==> config.mk <==
export PLATFORM = sky130hd
export DESIGN_NAME = student_pmod_gpio_apb
export DESIGN_NICKNAME = d
export VERILOG_FILES = /design/src/rtl/student_gpio_pkg.sv /design/src/rtl/student_gpio_in_filter.sv /design/src/rtl/student_pmod_gpio_apb.sv
export SDC_FILE = /design/constraint.sdc
export NUM_CORES = 1
export LEC_CHECK = 0
export BUFFER_PORTS_ARGS = -buffer_cell sky130_fd_sc_hd__buf_4
export CAP_MARGIN = 20
export CORE_MARGIN = 2
export CORE_UTILIZATION = 55
export DETAILED_ROUTE_END_ITERATION = 8
export PLACE_DENSITY = 0.85
export SLEW_MARGIN = 20
export SYNTH_ARGS = -nofsm -noshare
export SYNTH_HDL_FRONTEND = slang
export SYNTH_SLANG_ARGS = --single-unit
export TNS_END_PERCENT = 1
==> constraint.sdc <==
create_clock -name clk_in -period 6.1 [get_ports clk_in]
set_input_delay 0.61 -clock clk_in [delete_from_list [all_inputs] [get_ports clk_in]]
set_output_delay 0.61 -clock clk_in [all_outputs]
set_load 0.1 [all_outputs]
==> src/rtl/student_gpio_pkg.sv <==
// Shared definitions for the student PMOD GPIO APB slave.
// Register offsets are word indices taken from PADDR[4:2].
package student_gpio_pkg;

   localparam logic [2:0] DOUT_OFS    = 3'd0;
   localparam logic [2:0] OE_OFS      = 3'd1;
   localparam logic [2:0] DIN_OFS     = 3'd2;
   localparam logic [2:0] RISE_EN_OFS = 3'd3;
   localparam logic [2:0] FALL_EN_OFS = 3'd4;
   localparam logic [2:0] STATUS_OFS  = 3'd5;
   localparam logic [2:0] CTRL_OFS    = 3'd6;

   localparam int GIE_BIT    = 0;
   localparam int PAD_EN_BIT = 0;

   typedef enum logic [2:0] {
      SEL_DOUT,
      SEL_OE,
      SEL_DIN,
      SEL_RISE_EN,
      SEL_FALL_EN,
      SEL_STATUS,
      SEL_CTRL,
      SEL_RSVD
   } reg_sel_e;

   // Map a word offset onto the register it selects; anything unmapped is reserved.
   function automatic reg_sel_e decode_sel(input logic [2:0] ofs);
      case (ofs)
         DOUT_OFS:    return SEL_DOUT;
         OE_OFS:      return SEL_OE;
         DIN_OFS:     return SEL_DIN;
         RISE_EN_OFS: return SEL_RISE_EN;
         FALL_EN_OFS: return SEL_FALL_EN;
         STATUS_OFS:  return SEL_STATUS;
         CTRL_OFS:    return SEL_CTRL;
         default:     return SEL_RSVD;
      endcase
   endfunction

endpackage

==> src/rtl/student_gpio_in_filter.sv <==
// Pad input path: synchronizer, optional debounce filter, edge detect.
// Build option: STUDENT_GPIO_DEBOUNCE_EN adds a tick-sampled stability filter.
module student_gpio_in_filter
   import student_gpio_pkg::*;
#(
   parameter int NPINS        = 16,
   parameter int SYNC_STAGES  = 2,
   parameter int DEBOUNCE_DIV = 1000
) (
   input  logic             clk_in,
   input  logic             reset_int,
   input  logic [NPINS-1:0] pin_in,
   input  logic [NPINS-1:0] rise_en,
   input  logic [NPINS-1:0] fall_en,
   output logic [NPINS-1:0] din,
   output logic [NPINS-1:0] rise,
   output logic [NPINS-1:0] fall
);

   logic [SYNC_STAGES-1:0][NPINS-1:0] sync_r;
   logic [NPINS-1:0]                  sync_q;
   logic [NPINS-1:0]                  din_d;

   assign sync_q = sync_r[SYNC_STAGES-1];

   // Metastability chain; stage 0 samples the raw asynchronous pads.
   always_ff @(posedge clk_in or posedge reset_int) begin
      if (reset_int) sync_r <= '0;
      else           sync_r <= {sync_r[SYNC_STAGES-2:0], pin_in};
   end

`ifdef STUDENT_GPIO_DEBOUNCE_EN
   localparam int CW = (DEBOUNCE_DIV > 1) ? $clog2(DEBOUNCE_DIV) : 1;

   logic [CW-1:0]    pre_cnt;
   logic             tick;
   logic [NPINS-1:0] samp_q;
   logic [NPINS-1:0] filt_q;
   logic [NPINS-1:0] stable;

   assign tick   = (pre_cnt == CW'(DEBOUNCE_DIV - 1));
   assign stable = ~(sync_q ^ samp_q);

   // Shared prescaler, wraps every DEBOUNCE_DIV cycles.
   always_ff @(posedge clk_in or posedge reset_int) begin
      if (reset_int) pre_cnt <= '0;
      else if (tick) pre_cnt <= '0;
      else           pre_cnt <= pre_cnt + 1'b1;
   end

   // A pin updates only when it matched the previous tick's sample.
   always_ff @(posedge clk_in or posedge reset_int) begin
      if (reset_int) begin
         samp_q <= '0;
         filt_q <= '0;
      end else if (tick) begin
         samp_q <= sync_q;
         filt_q <= (filt_q & ~stable) | (sync_q & stable);
      end
   end

   assign din = filt_q;
`else
   // Divider only matters for the filtered build.
   logic unused_div;
   assign unused_div = ^32'(DEBOUNCE_DIV);
   assign din = sync_q;
`endif

   // One-cycle delayed copy of din for edge detection.
   always_ff @(posedge clk_in or posedge reset_int) begin
      if (reset_int) din_d <= '0;
      else           din_d <= din;
   end

   assign rise = din & ~din_d & rise_en;
   assign fall = ~din & din_d & fall_en;

endmodule

==> src/rtl/student_pmod_gpio_apb.sv <==
// APB GPIO slave for a student-slot PMOD pin group: registers, decode, irq.
// Build option: STUDENT_GPIO_DEBOUNCE_EN (input debounce in the filter).
module student_pmod_gpio_apb
   import student_gpio_pkg::*;
#(
   parameter int NPINS        = 16,
   parameter int SYNC_STAGES  = 2,
   parameter int DEBOUNCE_DIV = 1000
) (
   input  logic             clk_in,
   input  logic             reset_int,
   input  logic [31:0]      PADDR,
   input  logic             PSEL,
   input  logic             PENABLE,
   input  logic             PWRITE,
   input  logic [31:0]      PWDATA,
   output logic [31:0]      PRDATA,
   output logic             PREADY,
   output logic             PSLVERR,
   input  logic             irq_en_3,
   input  logic [7:0]       ss_ctrl_3,
   input  logic [NPINS-1:0] pmod_gpi,
   output logic [NPINS-1:0] pmod_gpo,
   output logic [NPINS-1:0] pmod_gpio_oe,
   output logic             irq_3
);

   logic [NPINS-1:0] dout_q, oe_q, rise_en_q, fall_en_q, status_q;
   logic             gie_q, irq_q;
   logic [NPINS-1:0] din, rise, fall;
   logic [NPINS-1:0] wdata, w1c_mask, rd;
   logic             acc, err, wr, pad_en;
   reg_sel_e         sel;

   // Address/data bits outside the decoded window are don't-care.
   logic unused_ok;
   assign unused_ok = ^{PADDR[31:5], PADDR[1:0], PWDATA, ss_ctrl_3};

   // Reset abandons any in-flight access, so it also gates the APB outputs.
   assign acc    = PSEL & PENABLE & ~reset_int;
   assign sel    = decode_sel(PADDR[4:2]);
   assign err    = acc & ((sel == SEL_RSVD) | (PWRITE & (sel == SEL_DIN)));
   assign wr     = acc & PWRITE & ~err;
   assign wdata  = PWDATA[NPINS-1:0];
   assign pad_en = ss_ctrl_3[PAD_EN_BIT];

   assign w1c_mask = (wr && sel == SEL_STATUS) ? wdata : '0;

   student_gpio_in_filter #(
      .NPINS       (NPINS),
      .SYNC_STAGES (SYNC_STAGES),
      .DEBOUNCE_DIV(DEBOUNCE_DIV)
   ) u_in (
      .clk_in   (clk_in),
      .reset_int(reset_int),
      .pin_in   (pmod_gpi),
      .rise_en  (rise_en_q),
      .fall_en  (fall_en_q),
      .din      (din),
      .rise     (rise),
      .fall     (fall)
   );

   // Register file; new edges win over a same-cycle W1C.
   always_ff @(posedge clk_in or posedge reset_int) begin
      if (reset_int) begin
         dout_q    <= '0;
         oe_q      <= '0;
         rise_en_q <= '0;
         fall_en_q <= '0;
         status_q  <= '0;
         gie_q     <= 1'b0;
      end else begin
         if (wr && sel == SEL_DOUT)    dout_q    <= wdata;
         if (wr && sel == SEL_OE)      oe_q      <= wdata;
         if (wr && sel == SEL_RISE_EN) rise_en_q <= wdata;
         if (wr && sel == SEL_FALL_EN) fall_en_q <= wdata;
         if (wr && sel == SEL_CTRL)    gie_q     <= PWDATA[GIE_BIT];
         status_q <= (status_q & ~w1c_mask) | rise | fall;
      end
   end

   // Level interrupt, registered so it lags STATUS by one cycle.
   always_ff @(posedge clk_in or posedge reset_int) begin
      if (reset_int) irq_q <= 1'b0;
      else           irq_q <= (|status_q) & gie_q & irq_en_3 & pad_en;
   end

   // Read mux; reserved offset reads as zero.
   always_comb begin
      rd = '0;
      case (sel)
         SEL_DOUT:    rd = dout_q;
         SEL_OE:      rd = oe_q;
         SEL_DIN:     rd = din;
         SEL_RISE_EN: rd = rise_en_q;
         SEL_FALL_EN: rd = fall_en_q;
         SEL_STATUS:  rd = status_q;
         SEL_CTRL:    rd[GIE_BIT] = gie_q;
         default:     rd = '0;
      endcase
   end

   assign PRDATA       = acc ? 32'(rd) : 32'd0;
   assign PREADY       = acc;
   assign PSLVERR      = err;
   assign pmod_gpo     = dout_q;
   assign pmod_gpio_oe = oe_q & {NPINS{pad_en}};
   assign irq_3        = irq_q;

endmodule

==> results <==
- The die is 107 µm wide.
- The setup violation total in the final timing report is 0.
- The endpoint of the worst-slack reg-to-reg timing path is irq_3$_DFF_PP0_.
- The worst hold margin is 183 ps.
- The category of the most critical setup path is in2out.
- The source of the critical timing path is PADDR[4].
- The clock tree root driver cell is sky130_fd_sc_hd__clkbuf_8.
- The pre-CTS worst setup slack is 2780 ps.
- The synthesized area is 5860 µm².
- The initial antenna violation count came to 0.
- The count of buffers inserted at the top-level ports is 92.
- VDD sags by at most 0.000216 V.
- The sort of element at the start of the critical path is a primary input.
- The number of antenna diodes in the final layout is 0.
- Of the synthesized area, sequential elements account for 0.555.
- The H-tree generated during clock tree synthesis spans 4 levels.
- The site row count is 37.
- Clock tree synthesis inserted a total of 17 buffers.
- The via count of the first global-routing pass came to 4307.
- The average vias per placed instance is 5.89.
- The iteration-0 DRC count of the detailed router is 283.
- Of the total power, combinational logic draws 0.197.
- Internal power comes to 0.00189 W.
- The cell area reported after detailed placement is 6550 µm².
- The die is 107 µm tall.
- The global-route usage over all layers is 0.265.
- The worst min-delay path class is in2reg.
- The share of power burned in registers is 0.392.
- The congestion estimate from routability-driven global placement came to 0.842.
- The slack of the worst reg-to-reg path is 4800 ps.
- The worst flop-to-flop path startpoint is status_q[14]$_DFF_PP0_.
- The detailed-routing iteration count for the pre-antenna-repair pass is 5.
- TritonCTS built the clock tree.
- In this run the worst setup path terminates at PRDATA[15].
- The worst register-to-register path has a depth of 3.
- The number of flops mapped to enable cells by yosys is 0.
- Counting flops and latches in the post-synthesis netlist gives 130.
- Between clock sinks in the finished design, the worst skew comes to 2.72 ps.
- The total wire length after detailed routing is 14200 µm.
- Headroom to the max-slew limit came out at 0.219.
- The layout overhead on the synthesized area is 22.9%.
- In this run the static leakage power is 3.33 nW.
- Once detail routing completed, the nets flagged for antenna violations numbered 0.
- Static timing analysis puts the maximum clock frequency at 0.301 GHz.
- The count of pins over their slew limit is 0.
- The flow ran to the end, and the final reports show no timing, DRC or antenna violations.
- The final critical-path share of the clock period is 0.545.
- The number of warnings printed during yosys synthesis is 0.
- The number of max-cap violations is 0.
- Detailed placement ended at an HPWL of 8900 µm.
- For this configuration, the core starts out at a cell density of 0.568.
- Once layout is complete, the utilization of the core stands at 0.697.
- The most used flip-flop cell after synthesis is sky130_fd_sc_hd__dfrtp_1.
- The data required time at the worst endpoint is 5490 ps.
- The actual transition at the worst max-transition pin is 1170 ps.
- The first global-routing pass estimated 22400 µm of wire.
- Dividing total power by cell area gives a power density of 374 nW/µm².
- The worst setup path is captured at an output port.
- The clock latency on the worst-skew pair is 530 ps.
- The number of failing hold endpoints at the final stage is 0.
- The highest net fanout along the worst path is 40.
- The detail-routed net length per standard cell is 20.6 µm.
- Once the clock tree was built, the setup fixing pass inserted 0 buffers.
- The clock net sink count is 130.
- The data arrival time of the critical path is 2720 ps.
- The maximum clock insertion buffer count is 2.
- The total via count after detailed routing is 4071.
- Once the clock tree was built, the resizer swapped 0 gates to a different size.
- The full die area is 11500 µm².
- The switching share of power is 0.297.
- The portion of total power attributed to the clock network is 0.410.
- In the final layout, the share of cells above drive strength 1 is 0.427.
- The final standard cell area without fillers is 7200 µm².
- The number of top-level pins is 161.
- The setup TNS is 0 ps.
- Global routing finished with a remaining overflow of 0.
- The final setup slack of the worst path is 2770 ps.
- The mean instance size in the synthesized netlist is 12.9 µm².
- The placeable core area is 10300 µm².
- The minimum clock period is 3330 ps.
- For this run, design rule violations remaining after detail routing come to 0.
- The gate count after technology mapping is 455.
- The post-cts hold buffer count is 0.
- Setup repair after global routing left no endpoint under its margin.
- The share of synthesized flip-flops with an asynchronous set or reset is 1.00.
- In the final design database the tool counted 636 nets.
- The clock transition time at the flip-flop clock pins of the worst setup and hold paths is 60 ps.
- Entering global routing, the biggest net connects 68 pins.
- The netlist uses 39 different library cells.
- Summed over all nets, the switching power comes to 0.000798 W.
==> worst min path at each step <==
stage	from	end	slack [ps]	depth (start not counted)
floorplan	u_in.sync_r[0]$_DFF_PP0_	u_in.din[0]$_DFF_PP0_	330	0
global placement	u_in.sync_r[7]$_DFF_PP0_	u_in.din[7]$_DFF_PP0_	330	0
finish	pmod_gpi[12]	u_in.sync_r[12]$_DFF_PP0_	180	1
CTS	pmod_gpi[3]	u_in.sync_r[3]$_DFF_PP0_	160	1
detailed placement	u_in.sync_r[11]$_DFF_PP0_	u_in.din[11]$_DFF_PP0_	330	0
global route	pmod_gpi[12]	u_in.sync_r[12]$_DFF_PP0_	160	1
==> cell usage in the layout, fill, tap and decap left out, drive strengths merged, types with 11 or more instances in the layout <==
master / n
a21o: 16
a21oi: 11
a22oi: 18
and2: 17
buf: 96
clkbuf: 22
conb: 16
dfrtp: 130
mux2: 101
nand2: 30
nand3b: 17
nand4: 17
o21ai: 17
==> through the flow <==
step / std cells / power [W]
6_report: 691 / 0.00269
3_3_place_gp: 659 / 0.00157
4_1_cts: 691 / 0.00270
2_1_floorplan: 470 / 0.00147
3_5_place_dp: 659 / 0.00159
5_1_grt: 691 / 0.00279
==> synth_stat cells, types with 9 or more instances <==
cell type,n,area share
sky130_fd_sc_hd__buf_2,13,0.011
sky130_fd_sc_hd__mux2_2,91,0.17
sky130_fd_sc_hd__mux2_4,10,0.026
sky130_fd_sc_hd__nand4_1,17,0.018
sky130_fd_sc_hd__o21ai_0,17,0.015
sky130_fd_sc_hd__a22oi_1,18,0.023
sky130_fd_sc_hd__a21o_1,16,0.020
sky130_fd_sc_hd__clkbuf_1,9,0.0058
sky130_fd_sc_hd__nand3b_1,16,0.020
sky130_fd_sc_hd__nand2_1,30,0.019
sky130_fd_sc_hd__buf_4,17,0.022
sky130_fd_sc_hd__a21oi_1,11,0.0094
sky130_fd_sc_hd__dfrtp_1,130,0.56
sky130_fd_sc_hd__and2_1,17,0.018
==> flip-flops by register name, summed over array words and instances, names as in the netlist <==
register,cells
irq_3,1
fall_en_q,16
u_in.din_d,16
status_q,16
pmod_gpo,16
rise_en_q,16
u_in.din,16
gie_q,1
oe_q,16
u_in.sync_r,16
==> per-layer routing <==
metal,track usage,wire length [µm],up-vias
met5,0,0,-
met4,0.100,305,0
met3,0.0857,928,31
met2,0.431,7120,162
met1,0.330,5860,2087
li1,-,-,1791
==> critical path: stages <==
cell and delay [ps]:
sky130_fd_sc_hd__buf_4 280, sky130_fd_sc_hd__nor2b_1 960, sky130_fd_sc_hd__a22oi_1 240, sky130_fd_sc_hd__a21oi_1 270, sky130_fd_sc_hd__buf_4 330
==> logic make-up after synthesis <==
logic type | synth area share
buf+inv | 0.0472
mux | 0.217
other cells | 0.000640
simple gates | 0.105
flops | 0.555
compound gates | 0.0745
==> area by class of cell <==
class / count / area [µm²]
tap: 136 / 170
multi-input combinational: 294 / 2390
sequential: 130 / 3250
clock inverter: 10 / 178
inverter: 3 / 13.8
timing repair buffer: 96 / 721
clock buffer: 22 / 473
fill: 713 / 3120
==> power groups by stage <==
stage               Clock [W]  Combinational, W  Sequential, W
global route          0.00116          0.000559        0.00107
floorplan                   0          0.000327        0.00114
detailed placement          0          0.000528        0.00107
finish                0.00110          0.000531        0.00106
global placement            0          0.000517        0.00106
CTS                   0.00112          0.000533        0.00105
(Power assumes the default switching activity.)
